[src/rtl/ppu_oam_arbiter.sv]
// Sprite RAM (OAM) owner: arbitrates eval reads, $4014 DMA and $2003/$2004 CPU access.
// Build option: define OAM_ATTR_MASK_EN to clear attribute bits 4:2 on writes to addr[1:0]==2.
module ppu_oam_arbiter #(
  parameter int EVAL_COL = 257,
  parameter int VIS_ROWS = 240
) (
  input  logic        clk,
  input  logic        rst,
  input  logic [8:0]  curr_row,
  input  logic [8:0]  curr_col,
  input  logic        rendering_en,
  output logic        eval_start,
  input  logic        eval_busy,
  input  logic [7:0]  eval_addr,
  output logic [7:0]  eval_data,
  output logic [7:0]  oam_addr,
  input  logic        cpu_oamaddr_we,
  input  logic        cpu_oamdata_we,
  input  logic [7:0]  cpu_wdata,
  output logic [7:0]  cpu_rdata,
  input  logic        dma_start,
  input  logic [7:0]  dma_page,
  output logic        dma_bus_req,
  output logic [15:0] dma_bus_addr,
  input  logic        dma_bus_ack,
  input  logic [7:0]  dma_bus_data,
  output logic        dma_busy,
  output logic [7:0]  ram_addr,
  output logic [7:0]  ram_wdata,
  output logic        ram_we,
  input  logic [7:0]  ram_rdata
);

  localparam logic [8:0] LP_EVAL_COL = 9'(EVAL_COL);
  localparam logic [9:0] LP_VIS_ROWS = 10'(VIS_ROWS);

  typedef enum logic [1:0] {DMA_IDLE, DMA_REQ, DMA_WRITE} dma_state_t;

  dma_state_t  r_dma_state;
  logic [7:0]  r_dma_page;
  logic [8:0]  r_dma_cnt;
  logic [7:0]  r_dma_base;
  logic [7:0]  r_dma_data;
  logic        r_dma_busy;
  logic        r_dma_req;

  logic [7:0]  r_oam_addr;
  logic        r_eval_busy_d;
  logic        r_col_hit_d;
  logic        r_eval_start;
  logic        r_pend_valid;
  logic [7:0]  r_pend_addr;
  logic [7:0]  r_pend_data;
  logic        r_idle_d;
  logic [7:0]  r_cpu_rdata;

  logic        w_render_win;
  logic        w_col_hit;
  logic        w_cpu_accept;
  logic        w_busy_fall;
  logic        w_grant_dma;
  logic        w_grant_cpu;
  logic        w_grant_idle;
  logic [8:0]  w_dma_cnt_inc;
  logic [7:0]  w_dma_waddr;
  logic [7:0]  w_ram_addr;
  logic [7:0]  w_raw_wdata;
  logic        w_ram_we;

  assign w_render_win  = rendering_en && !curr_row[8] && ({1'b0, curr_row} < LP_VIS_ROWS);
  assign w_col_hit     = (curr_col == LP_EVAL_COL);
  assign w_cpu_accept  = cpu_oamdata_we && !w_render_win && !r_dma_busy;
  assign w_busy_fall   = r_eval_busy_d && !eval_busy && w_render_win;
  assign w_dma_cnt_inc = r_dma_cnt + 9'd1;
  assign w_dma_waddr   = r_dma_base + r_dma_cnt[7:0];

  // Fixed priority: eval > DMA write > pending CPU write > idle read at OAMADDR
  assign w_grant_dma  = !eval_busy && (r_dma_state == DMA_WRITE);
  assign w_grant_cpu  = !eval_busy && (r_dma_state != DMA_WRITE) && r_pend_valid;
  assign w_grant_idle = !eval_busy && (r_dma_state != DMA_WRITE) && !r_pend_valid;

  always_comb begin
    w_ram_addr  = r_oam_addr;
    w_raw_wdata = 8'h00;
    w_ram_we    = 1'b0;
    if (eval_busy) begin
      w_ram_addr = eval_addr;
    end else if (w_grant_dma) begin
      w_ram_addr  = w_dma_waddr;
      w_raw_wdata = r_dma_data;
      w_ram_we    = 1'b1;
    end else if (w_grant_cpu) begin
      w_ram_addr  = r_pend_addr;
      w_raw_wdata = r_pend_data;
      w_ram_we    = 1'b1;
    end
  end

`ifdef OAM_ATTR_MASK_EN
  assign ram_wdata = (w_ram_addr[1:0] == 2'd2) ? (w_raw_wdata & 8'hE3) : w_raw_wdata;
`else
  assign ram_wdata = w_raw_wdata;
`endif

  assign ram_addr     = w_ram_addr;
  assign ram_we       = w_ram_we;
  assign eval_data    = ram_rdata;
  assign eval_start   = r_eval_start;
  assign oam_addr     = r_oam_addr;
  assign cpu_rdata    = r_cpu_rdata;
  assign dma_busy     = r_dma_busy;
  assign dma_bus_req  = r_dma_req;
  assign dma_bus_addr = {r_dma_page, r_dma_cnt[7:0]};

  always_ff @(posedge clk or negedge rst) begin
    if (!rst) begin
      r_eval_busy_d <= 1'b0;
      r_col_hit_d   <= 1'b0;
      r_eval_start  <= 1'b0;
      r_oam_addr    <= 8'h00;
    end else begin
      r_eval_busy_d <= eval_busy;
      r_col_hit_d   <= w_col_hit;
      r_eval_start  <= w_render_win && w_col_hit && !r_col_hit_d && !eval_busy;
      if (cpu_oamaddr_we)
        r_oam_addr <= cpu_wdata;
      else if (w_busy_fall)
        r_oam_addr <= 8'h00;
      else if (w_cpu_accept)
        r_oam_addr <= r_oam_addr + 8'd1;
    end
  end

  // A newer accepted write replaces an uncommitted one, address included
  always_ff @(posedge clk or negedge rst) begin
    if (!rst) begin
      r_pend_valid <= 1'b0;
      r_pend_addr  <= 8'h00;
      r_pend_data  <= 8'h00;
      r_idle_d     <= 1'b0;
      r_cpu_rdata  <= 8'h00;
    end else begin
      if (w_cpu_accept) begin
        r_pend_valid <= 1'b1;
        r_pend_addr  <= r_oam_addr;
        r_pend_data  <= cpu_wdata;
      end else if (w_grant_cpu) begin
        r_pend_valid <= 1'b0;
      end
      r_idle_d <= w_grant_idle;
      if (r_idle_d)
        r_cpu_rdata <= ram_rdata;
    end
  end

  always_ff @(posedge clk or negedge rst) begin
    if (!rst) begin
      r_dma_state <= DMA_IDLE;
      r_dma_page  <= 8'h00;
      r_dma_cnt   <= 9'd0;
      r_dma_base  <= 8'h00;
      r_dma_data  <= 8'h00;
      r_dma_busy  <= 1'b0;
      r_dma_req   <= 1'b0;
    end else begin
      case (r_dma_state)
        DMA_IDLE: begin
          if (dma_start) begin
            r_dma_page  <= dma_page;
            r_dma_cnt   <= 9'd0;
            r_dma_base  <= r_oam_addr;
            r_dma_busy  <= 1'b1;
            r_dma_req   <= 1'b1;
            r_dma_state <= DMA_REQ;
          end
        end
        DMA_REQ: begin
          if (dma_bus_ack) begin
            r_dma_data  <= dma_bus_data;
            r_dma_req   <= 1'b0;
            r_dma_state <= DMA_WRITE;
          end
        end
        DMA_WRITE: begin
          // Data is held here for as long as eval owns the RAM
          if (w_grant_dma) begin
            r_dma_cnt <= w_dma_cnt_inc;
            if (w_dma_cnt_inc[8]) begin
              r_dma_busy  <= 1'b0;
              r_dma_state <= DMA_IDLE;
            end else begin
              r_dma_req   <= 1'b1;
              r_dma_state <= DMA_REQ;
            end
          end
        end
        default: r_dma_state <= DMA_IDLE;
      endcase
    end
  end

endmodule

[config.mk]
export PLATFORM = sky130hd
export DESIGN_NAME = ppu_oam_arbiter
export DESIGN_NICKNAME = d
export VERILOG_FILES = /design/src/rtl/ppu_oam_arbiter.sv
export SDC_FILE = /design/constraint.sdc
export NUM_CORES = 1
export LEC_CHECK = 0
export ABC_AREA = 1
export CORE_ASPECT_RATIO = 0.7
export CORE_UTILIZATION = 30
export CTS_BUF_LIST = sky130_fd_sc_hd__clkbuf_4
export CTS_CLUSTER_SIZE = 30
export DETAILED_ROUTE_END_ITERATION = 7
export PLACE_DENSITY = 0.62
export SETUP_SLACK_MARGIN = 0.3
export SLEW_MARGIN = 10
export SYNTH_ARGS = -nofsm -noshare
export SYNTH_HDL_FRONTEND = slang
export SYNTH_SLANG_ARGS = --single-unit
[constraint.sdc]
create_clock -name clk -period 4.2 [get_ports clk]
set_input_delay 0.42 -clock clk [delete_from_list [all_inputs] [get_ports clk]]
set_output_delay 0.42 -clock clk [all_outputs]
set_load 0.02 [all_outputs]
==> metrics.yaml <==
finalCritPeriodShare_pct: 76.9
max_freq_ghz: 0.310
power_report.internal_total_mw: 1.69
worst-r2r-cell-count: 6
detail_route.iter0.violations: 224
pwr-share-clk_pct: 16.3
ys_async_sr_fraction_pct: 100
hold_violations: 0
num-fill-cells: 1248
synth.avg_cell_area_sq_um: 8.09
syn-instance-count: 494
synth.mux.area_fraction_pct: 2.25
route.antenna.remaining_nets: 0
multi_input_gate_area_sq_um: 1780
yosys.cell_types.count: 38
comb_power_share_pct: 42.8
finish.utilization_pct: 42.1
drtPass1Iterations: 4
cts_setup_buffers: 0
synth.net_count: 570
clock_sinks: 74
critPathCaptureType: "output pin"
clk_latency_worst_skew_pair_ps: 440
status: "finished, final reports clean"
final_period_minus_worst_setup_slack_ps: 3230
numCtsBuffers: 9
post_drt_via_cell_ratio: 4.64
critPathMaxFanout: 7
die_area_sq_um: 13800
timing.critical_path.arrival_ps: 2810
synth_compound_gate_area_share_pct: 8.23
grt_usage_pct: 16.6
power.switching_fraction_pct: 40.2
setup_viol_count_final: 0
layout.nets: 674
floorplan.io_pins: 126
cellLeakagePower_nw: 2.56
yosys.area_share.xor_xnor_pct: 0.657
clk_pin_slew_ps: 120
drv_slew: 0
adder_cell_area_share_of_the_yosys_netlist_pct: 3.32
portBuffers: 121
max-slew-margin-rel_pct: 35.8
synth_top_family_by_area: "simple AND/OR/NAND/NOR gates"
tritoncts_clock_tree: "done"
floorplan.initialDensity_pct: 31.4
die_y_um: 98.6
cts-root-buf: "sky130_fd_sc_hd__clkbuf_4"
hold_path_class: "input port to async pin"
grt_start_max_net_pins: 75
grt_pass1_vias: 3416
grt_first_pass_wirelength_um: 17800
timing_worst_setup_path_type: "flop to output pin"
grt_use_met3_pct: 5.10
startpoint_type: "flop"
primary_flip_flop_cell_chosen_by_synthesis_mapping: "sky130_fd_sc_hd__dfrtp_1"
final.setup_skew_ps: 11.2
num_rows: 34
power-per-cell-area_nw_per_um2: 529
yosys.area_share.simple_pct: 30.0
net_switching_power_of_the_design_mw: 1.14
avgRoutedWirePerCell_um: 14.3
layout.area.seq_sq_um: 1850
die_x_um: 140
final_common_cell: "sky130_fd_sc_hd__nand2_1"
post_detailed_placement_half_perimeter_wirelength_um: 8100
grt_overflow: 0
power.ir.vdd_worst_mv: 0.182
share_seq_of_total_power_pct: 41.0
dr_total_vias: 3546
synth.cell_area_sq_um: 4000
number_of_buffers_added_to_fix_hold_violations_after_cts: 0
most_used_cells_in_the_layout_excluding_fill_and_tap_cells: "sky130_fd_sc_hd__nand2_1, sky130_fd_sc_hd__clkdlybuf4s50_1, sky130_fd_sc_hd__dfrtp_1, sky130_fd_sc_hd__nand3_1, sky130_fd_sc_hd__inv_1"
tightestPinTransition_ps: 963
synth-seq-area-share_pct: 46.3
grt_util_met1_pct: 23.5
area_growth_pct: 34.0
grt_setup_unrepaired: "no"
post-route-drc-count: 0
global_route.usage.met2_pct: 24.3
routabilityCongestion: 0.808
layout-drive-gt1-share_pct: 8.96
num_antenna_cells: 0
worst_ep_required_time_ps: 3780
synth_edf_count: 0
cts_htree_levels: 3
design.core.area_sq_um: 12700
antenna_found_initial: 0
post_cts_resize_count: 0
max-clock-path-buffers: 2
yosys_warnings: 0
max_cap_viol_count: 0
wirelength_um: 10900
ys_ff_latch: 74
totalNegativeSetupSlack_ps: 0
global_route.peak_usage_layer: "met2"
-- per-layer routing --
metal	vias up	wire [um]
met3	12	706
met1	1618	5590
li1	1793	-
met2	123	4490
met5	-	0
met4	0	134
-- area by class of cell --
cell class,instances,area share (%)
multi-input combinational,346,33.2
timing repair buffer,121,22.6
sequential,74,34.6
clock inverter,6,1.26
tap,162,3.78
inverter,46,3.27
clock buffer,10,1.40
-- stage by stage --
step | instances | worst slack (ps) | power [mW] | hold WS, ps | cell area [sq um]
2_1_floorplan | 494 | 2210 | 1.88 | 124 | 4000
3_3_place_gp | 749 | 1020 | 2.36 | 455 | 5220
4_1_cts | 765 | 936 | 2.86 | 134 | 5360
5_1_grt | 765 | 757 | 3.04 | 157 | 5360
3_5_place_dp | 749 | 997 | 2.39 | 459 | 5220
6_report | 765 | 970 | 2.83 | 124 | 5360
-- synthesized netlist by cell type, types with 2 or more instances --
master	number	area share (%)
sky130_fd_sc_hd__a22o_1	8	1.8
sky130_fd_sc_hd__xor2_1	2	0.44
sky130_fd_sc_hd__buf_4	18	3.4
sky130_fd_sc_hd__ha_1	9	2.8
sky130_fd_sc_hd__dfrtp_1	74	46
sky130_fd_sc_hd__nor3_1	3	0.38
sky130_fd_sc_hd__nand2_1	180	17
sky130_fd_sc_hd__o21ai_1	6	0.75
sky130_fd_sc_hd__nand3_1	39	4.9
sky130_fd_sc_hd__or2_2	3	0.47
sky130_fd_sc_hd__nand2_4	2	0.56
sky130_fd_sc_hd__inv_2	8	0.75
sky130_fd_sc_hd__nand2_2	6	0.94
sky130_fd_sc_hd__o2111ai_1	3	0.66
sky130_fd_sc_hd__nand3_2	2	0.50
sky130_fd_sc_hd__nor2_4	3	0.84
sky130_fd_sc_hd__a21oi_1	10	1.3
sky130_fd_sc_hd__clkbuf_1	2	0.19
sky130_fd_sc_hd__buf_6	2	0.56
sky130_fd_sc_hd__o21ai_0	26	3.3
sky130_fd_sc_hd__mux2_2	8	2.3
sky130_fd_sc_hd__buf_2	6	0.75
sky130_fd_sc_hd__inv_1	37	3.5
sky130_fd_sc_hd__nor2_1	20	1.9
sky130_fd_sc_hd__nand4_1	4	0.63
-- worst max-delay path, cell delays in order (launching register included) --
cell and delay (ps):
sky130_fd_sc_hd__dfrtp_1 500, sky130_fd_sc_hd__ha_1 210, sky130_fd_sc_hd__inv_1 50, sky130_fd_sc_hd__fa_1 370, sky130_fd_sc_hd__inv_1 90, sky130_fd_sc_hd__nand3_1 70
sky130_fd_sc_hd__nand2_1 120, sky130_fd_sc_hd__nand3_1 90, sky130_fd_sc_hd__nand3_1 80, sky130_fd_sc_hd__nand3_1 90, sky130_fd_sc_hd__nand2_1 90, sky130_fd_sc_hd__clkdlybuf4s50_1 600
-- final timing paths --
| path | slack [ps] | endpoint | from |
|---|---|---|---|
| max | 970 | ram_addr[6] | r_dma_cnt[0] |
| min | 120 | dma_bus_req | rst |
| max reg2reg | 2310 | oam_addr[7] | dma_busy |
| min reg2reg | 480 | eval_start | r_col_hit_d |
| max in group asynchronous | 3460 | r_pend_addr[0] | rst |
| min in group clk | 480 | eval_start | r_col_hit_d |
-- cell families (layout without fill, tap and decap cells) --
kind of cell,Yosys count,count (layout)
muxes,8,8
adders and majority gates,10,10
DFF,74,74
buffers and inverters,74,183
and+or+nand+nor,269,269
AOI/OAI and AO/OA,56,56
xor gates and xnor gates,3,3
-- sequential cells by signal (all words and copies together) (netlist names), 2 cells and up --
name,count
r_dma_base,8
r_dma_data,8
r_pend_addr,8
r_dma_cnt,9
r_dma_state,2
cpu_rdata,8
r_pend_data,8
oam_addr,8
r_dma_page,8
-- power by group through the flow --
stage               Combinational (mW)  Sequential [mW]  Clock (mW)
floorplan                        0.645             1.24           0
global placement                  1.20             1.16           0
detailed placement                1.22             1.17           0
CTS                               1.23             1.16       0.478
global route                      1.34             1.19       0.510
finish                            1.21             1.16       0.461
Power figures use the tool's default switching activity.
